$ cat src/rtl/rho_rotate_stage.sv
// Keccak rho stage: buffers a serial 1600-bit theta result, then emits one
// rotated 25-bit slice per handshake with each lane shifted by its rho offset.
//
// state | meaning
// IDLE  | waiting for start; outputs quiet
// FILL  | accepting theta bits slice-major into mem
// DRAIN | presenting rotated slice dz until out_ready takes it
module rho_rotate_stage (
    input  logic        clk,
    input  logic        rst,
    input  logic        start,
    input  logic        in_valid,
    input  logic        in_bit,
    output logic        in_ready,
    input  logic        out_ready,
    output logic        out_valid,
    output logic [24:0] out_slice,
    output logic [5:0]  out_z,
    output logic        out_last,
    output logic        busy,
    output logic        done
);

    typedef enum logic [1:0] {IDLE, FILL, DRAIN} state_t;

    state_t      state, state_nx;
    logic [4:0]  c25;
    logic [5:0]  c64;
    logic [5:0]  dz;
    logic        done_q;
    logic        fill_acc;
    logic        drain_acc;
    logic        fill_last;
    logic [24:0] mem [64];

    // Rho offset of lane i = 5*y + x.
    function automatic logic [5:0] rho_off(input logic [4:0] lane);
        case (lane)
            5'd0:    rho_off = 6'd0;
            5'd1:    rho_off = 6'd1;
            5'd2:    rho_off = 6'd62;
            5'd3:    rho_off = 6'd28;
            5'd4:    rho_off = 6'd27;
            5'd5:    rho_off = 6'd36;
            5'd6:    rho_off = 6'd44;
            5'd7:    rho_off = 6'd6;
            5'd8:    rho_off = 6'd55;
            5'd9:    rho_off = 6'd20;
            5'd10:   rho_off = 6'd3;
            5'd11:   rho_off = 6'd10;
            5'd12:   rho_off = 6'd43;
            5'd13:   rho_off = 6'd25;
            5'd14:   rho_off = 6'd39;
            5'd15:   rho_off = 6'd41;
            5'd16:   rho_off = 6'd45;
            5'd17:   rho_off = 6'd15;
            5'd18:   rho_off = 6'd21;
            5'd19:   rho_off = 6'd8;
            5'd20:   rho_off = 6'd18;
            5'd21:   rho_off = 6'd2;
            5'd22:   rho_off = 6'd61;
            5'd23:   rho_off = 6'd56;
            5'd24:   rho_off = 6'd14;
            default: rho_off = 6'd0;
        endcase
    endfunction

    assign fill_last = (c64 == 6'd63) && (c25 == 5'd24);

    always_comb begin
        state_nx  = state;
        in_ready  = 1'b0;
        out_valid = 1'b0;
        fill_acc  = 1'b0;
        drain_acc = 1'b0;
        case (state)
            IDLE: begin
                if (start) state_nx = FILL;
            end
            FILL: begin
                in_ready = 1'b1;
                fill_acc = in_valid;
                if (in_valid && fill_last) state_nx = DRAIN;
            end
            DRAIN: begin
                out_valid = 1'b1;
                drain_acc = out_ready;
                if (out_ready && dz == 6'd63) state_nx = IDLE;
            end
            default: state_nx = IDLE;
        endcase
    end

    always_ff @(posedge clk) begin
        if (rst) begin
            state  <= IDLE;
            c25    <= 5'd0;
            c64    <= 6'd0;
            dz     <= 6'd0;
            done_q <= 1'b0;
        end else begin
            state  <= state_nx;
            done_q <= drain_acc && (dz == 6'd63);
            if (state == IDLE && start) begin
                c25 <= 5'd0;
                c64 <= 6'd0;
            end
            if (fill_acc) begin
                if (c25 == 5'd24) begin
                    c25 <= 5'd0;
                    c64 <= c64 + 6'd1;
                end else begin
                    c25 <= c25 + 5'd1;
                end
                if (fill_last) dz <= 6'd0;
            end
            if (drain_acc) dz <= dz + 6'd1;
        end
    end

    // State storage carries no reset; every fill overwrites all 1600 bits.
    always_ff @(posedge clk) begin
        if (fill_acc) mem[c64][5'd24 - c25] <= in_bit;
    end

    always_comb begin
        out_slice = 25'd0;
        if (out_valid) begin
            for (int i = 0; i < 25; i++) begin
                out_slice[5'(24 - i)] = mem[dz - rho_off(5'(i))][5'(24 - i)];
            end
        end
    end

    assign out_z    = out_valid ? dz : 6'd0;
    assign out_last = out_valid && (dz == 6'd63);
    assign busy     = (state != IDLE);
    assign done     = done_q;

endmodule

$ cat config.mk
export PLATFORM = sky130hd
export DESIGN_NAME = rho_rotate_stage
export DESIGN_NICKNAME = d
export VERILOG_FILES = /design/src/rtl/rho_rotate_stage.sv
export SDC_FILE = /design/constraint.sdc
export NUM_CORES = 2
export LEC_CHECK = 0
export BUFFER_PORTS_ARGS = -buffer_cell sky130_fd_sc_hd__buf_2
export CORE_MARGIN = 4
export CORE_UTILIZATION = 40
export DETAILED_ROUTE_END_ITERATION = 8
export PLACE_DENSITY = 0.58
export SLEW_MARGIN = 0
export SYNTH_ARGS = -nofsm -noshare
export SYNTH_HDL_FRONTEND = slang
export SYNTH_SLANG_ARGS = --single-unit
$ cat constraint.sdc
create_clock -name clk -period 4.38 [get_ports clk]
set_input_delay 0 -clock clk [delete_from_list [all_inputs] [get_ports clk]]
set_output_delay 0 -clock clk [all_outputs]
set_load 0.005 [all_outputs]
Word level (Yosys, flattened, before mapping)
Memories as Yosys holds them, arrays and structs flattened.
Cells that the tools add are included.
- register bits after elaboration: 20
- memory bits (writable): 1600
- input bits: 6
- logic and storage cells: 89
- memories: 1
- add/subtract/negate cells: 20
- order comparisons: 2
- equal/unequal tests: 8
- muxes and demuxes: 39
- reduce and logical (&&, ||, !) cells: 14
- memories (memory ; depth ; width ; read ports ; clocked after Yosys merged registers in ; write ports ; RTL line ; RTL):
    mem ; 64 ; 25 ; 16 ; 0 ; 1 ; 34 ; logic [24:0] mem [64];
- operators by type and width (kind ; number):
    6-bit two-way mux ; 23
    6-bit subtractor ; 16
    25-bit two-way mux ; 1
    16-bit two-way mux ; 1
    5-bit two-way mux ; 3
    6-bit by 1-bit adder with 6-bit output, second input constant ; 2
    6-bit equality test, second input constant ; 2
    2-bit nonzero test ; 4
    1-bit logical AND ; 7
    5-bit by 6-bit < comparator with 1-bit output, second input constant ; 1
    1-bit two-way mux ; 6
    2-bit two-way mux ; 3
    2-bit != test, second input constant ; 3
    2-bit case mux with 3 select lines ; 1
    5-bit by 1-bit adder with 5-bit output, second input constant ; 1
    1-bit demux with 5-bit select ; 1
    5-bit equality test, second input constant ; 1
    5-bit by 1-bit >= comparator with 1-bit output, second input constant ; 1
    5-bit subtractor, first input constant ; 1
    3-bit AND reduction ; 1
    2-bit by 1-bit equality test with 1-bit output, second input constant ; 1
    2-bit equality test, second input constant ; 1
    2-bit logical NOT ; 1
    2-bit AND reduction ; 1

Longest topological paths before layout
- depth in word-level cells: 6
- depth in mapped cells: 15

Least setup slack after synthesis
No wires, ideal clock.
- path type: reg2out
- from: reg dz[0]
- to: out out_slice[14]
- data arrival time: 3.442 ns
- required time: 4.380 ns
- slack: 0.938 ns
- stages on the path, launching flop included: 16
- buffers on the path: 8
- cells stage by stage: dfxtp_1 -> buf_6 -> buf_6 -> buf_6 -> buf_2 -> buf_2 -> inv_1 -> ha_1 -> buf_4 -> buf_2 -> buf_1 -> mux4_2 -> o21a_1 -> a2111oi_2 -> mux2i_1 -> o2111a_1
- word-level cells in the longest chain between the ends: 3
- ends and longest elaborated chain (item ; RTL line ; RTL):
    start: declaration ; 29 ; logic [5:0] dz;
    start signal: assignment ; 117 ; if (drain_acc) dz <= dz + 6'd1;
    6-bit subtractor ; 130 ; out_slice[5'(24 - i)] = mem[dz - rho_off(5'(i))][5'(24 - i)];
    memory read 64 x 25 bit ; n/a ;
    16-bit two-way mux ; 128 ; if (out_valid) begin
    end: declaration ; 17 ; output logic [24:0] out_slice,
No other way between the ends.

Final worst setup path
- from: reg dz[1]
- to: out out_slice[13]
The elaborated chain is that of the path after synthesis.

==> impl_metrics.env <==
export IMPL_irDropWorstVdd_uv=295.6
export IMPL_finalMaxSlewViolations=0
export IMPL_drt_iter0_drc=3087
export IMPL_finish_utilization=0.4533
export IMPL_seqPwrFrac=0.517
export IMPL_seq_area_mm2=0.03116
export IMPL_yosys_warnings=0
export IMPL_sw_frac_of_total=0.2077
export IMPL_n_fill_cell=10190
export IMPL_setup_viol=0
export IMPL_grt_max_degree=187
export IMPL_p_sw_mw=4.413
export IMPL_synth_flop_cell="edfxtp_1"
export IMPL_power_frac_comb=0.041
export IMPL_gp_routability_congestion=0.8511
export IMPL_layout_setup_ws_ns=0.1284
export IMPL_synth_cell_types=58
export IMPL_crit_path_end_kind="output port"
export IMPL_timing_slew_headroom=0.2109
export IMPL_vias=27060
export IMPL_reg2reg_slack_ns=1.46
export IMPL_multi_input_area_mm2=0.01389
export IMPL_clock_sinks=1044
export IMPL_wl_met2_um=60950
export IMPL_hpwlAfterDp_um=74450
export IMPL_top_layer="met5"
export IMPL_worst_setup_path_type="flip-flop to output port"
export IMPL_worst_setup_path_start_kind="flip-flop"
export IMPL_worst_slew_pin_slew_ns=1.181
export IMPL_crit_arrival_ns=4.25
export IMPL_die_h_um=347.6
export IMPL_synth_edf_count=1024
export IMPL_critPathTopFamily="multiplexers"
export IMPL_r2r_end="mem[11][0]"
export IMPL_post_place_ws_ns=0.7833
export IMPL_max_freq_ghz=0.2352
export IMPL_clock_path_buffers=3
export IMPL_cp_cell_sequence="inv_1 > buf_4 > ha_4 > buf_4 > mux4_2 > mux4_2 > mux2i_1 > a211oi_1 > buf_2"
export IMPL_initial_core_util=0.4030
export IMPL_ant_nets=0
export IMPL_hold_path_end="c25[1]"
export IMPL_slowest_delay_ns=0.53
export IMPL_vias_per_cell=5.713
export IMPL_route_detailed_drc=0
export IMPL_cp_num_buf_inv=4
export IMPL_cts_max_level=3
export IMPL_yosysSeqAreaShare=0.6751
export IMPL_grt_overflow=0
export IMPL_crit_required_ns=4.38
export IMPL_status="finished clean"
export IMPL_clkPwrFrac=0.442
export IMPL_grt_pass1_wl_um=184800
export IMPL_synthCells=3135
export IMPL_p_per_area_mw_per_mm2=409.4
export IMPL_yosysTopAreaCellShare=0.6664
export IMPL_async_flop_share=0
export IMPL_wl_met3_um=7995
export IMPL_wire_per_inst_um=26.50
export IMPL_die_w_um=347.6
export IMPL_rr_worst_depth=3
export IMPL_dr_pass1_iters=5
export IMPL_worstSkewPairLatency_ns=0.69
export IMPL_ys_ff_latch=1044
export IMPL_core_mm2=0.1145
export IMPL_hold_viol=0
export IMPL_rows=124
export IMPL_rsz0062_at_grt="yes"
export IMPL_synth_area_leaders="edfxtp_1 (67%), mux4_2 (14%), nor2_1 (8.6%)"
export IMPL_leakagePower_nw=15.11
export IMPL_final_common_cell="nor2_1"
export IMPL_skew_ns=0.02551
export IMPL_layout_nets=3166
export IMPL_final_cell_mix="nor2_1 (1,053), edfxtp_1 (1,024), mux4_2 (289), clkbuf_16 (109), buf_4 (103)"
export IMPL_cp_slowest_cell="mux2i_1"
export IMPL_cts_tree="done"
export IMPL_cts_clk_slew_worst_paths_ns=0.06
export IMPL_die_area_mm2=0.1209
export IMPL_wl_met1_um=52630
export IMPL_period_share=0.9707
export IMPL_wl_um=125500
export IMPL_antenna_found_initial=2
export IMPL_grt_pass1_vias=26860
export IMPL_power_mw=21.25
export IMPL_p_int_mw=16.84
export IMPL_antennaDiodeCount=0
export IMPL_root_buffer="clkbuf_16"
export IMPL_timing_rr_start="c64[3]"
export IMPL_portBuffers=32
export IMPL_cp_max_fo=13
export IMPL_cts_buffers_inserted=108
export IMPL_track_usage=0.2062
export IMPL_maxCapViolCount=0
export IMPL_areaGrowthSynthToFinish_pct=12.48
export IMPL_syn_avg_cell_area_um2=14.72
export IMPL_ios=42
export IMPL_drive_above_1_share=0.1969
export IMPL_whs_path_depth=3
export IMPL_hold_class="input pin to flip-flop"
export IMPL_syn_cell_area_mm2=0.04614
export IMPL_finalCriticalPeriod_ns=4.252
export IMPL_hold_start="rst"
export IMPL_synth_top_area_cell="edfxtp_1"
repair_timing:
| action | 4_1_cts | 5_1_grt |
|---|---|---|
| buffers inserted | 0 | 1 |
| hold buffers | 8 | 0 |
| hold endpoints to repair | 130 | 0 |
| endpoints found under the setup margin | 0 | 6 |
| resized for setup | 0 | 3 |
Yosys cell counts, drive strengths merged, types with 3 or more instances:
master and number:
mux2i 40, a21boi 3, and3 11, edfxtp 1024, a21oi 43, nor3 12
and2 10, nor2b 14, a22oi 8, or3 3, nand2 98, xnor2 30
o21ai 24, ha 24, a31oi 4, a2111oi 5, a311oi 7, nand3 24
mux4 296, dfxtp 20, a211oi 25, buf 68, o21a 6, o22ai 3
nand4 7, nand2b 7, and3b 4, a41oi 3, nor3b 6, clkbuf 207
mux2 4, nor2 1053, xor2 9, inv 13
power by group through the flow:
stage	clock (mW)	sequential, mW	combinational [mW]
after floorplan	0	11.2	0.539
after global placement	0	11.2	0.864
after detailed placement	0	11.2	0.870
after CTS	9.55	11.0	0.881
after global routing	9.97	11.0	0.941
final	9.40	11.0	0.878
cell type report:
type | instances | share of cell area
Sequential cell | 1044 | 0.6003
Multi-Input combinational cell | 1810 | 0.2677
Clock buffer | 122 | 0.05368
Tap cell | 1512 | 0.03645
Timing Repair Buffer | 158 | 0.02548
Clock inverter | 77 | 0.01545
Inverter | 14 | 0.001012
worst register-to-register path: stages (launching register included):
cell     delay [ns]
dfxtp_1        0.62
nor3b_1        0.71
nand2_1        0.91
nor2_1         0.36
metrics by stage:
| step | std cells | cell area, um^2 | hold slack (ns) | setup TNS [ns] |
|---|---|---|---|---|
| final | 4737 | 51900 | 0.3067 | 0 |
| after global routing | 4737 | 51900 | 0.3179 | -0.2705 |
| after CTS | 4736 | 51850 | 0.2618 | 0 |
| after detailed placement | 4529 | 48180 | 0.3351 | 0 |
| after global placement | 4529 | 48180 | 0.3257 | 0 |
| after floorplan | 3143 | 46170 | 0.09887 | 0 |
cells by family after synthesis:
logic type                 share of synthesized area
muxes                                         0.1547
xor gates and xnor gates                    0.007891
adders and majority gates                   0.006508
other                                     0.00008127
DFF                                           0.6751
buffers and inverters                        0.02804
AOI/OAI and AO/OA                            0.01933
and+or+nand+nor                               0.1084
worst max-delay path by stage:
stage               endpoint  slack [ns]  start  cells past startpoint
4_1_cts        out_slice[10]        0.04  dz[0]                     10
3_5_place_dp   out_slice[10]        0.78  dz[0]                     10
5_1_grt        out_slice[12]       -0.14  dz[0]                      9
6_report       out_slice[13]        0.13  dz[1]                      9
3_3_place_gp    out_slice[6]        0.80  dz[1]                      9
2_1_floorplan  out_slice[14]        0.94  dz[0]                     15
metal layers:
metal,global-route usage,up-vias
li1,-,11540
met1,0.2870,14360
met2,0.3397,954
met3,0.02750,206
met4,0.06616,2
met5,0,-
registers in the layout, summed over array words and instances, names as in the netlist:
name	count
state	2
c25	5
dz	6
mem	1024
c64	6
done	1
Note: power is estimated with default switching activity, not from simulation.
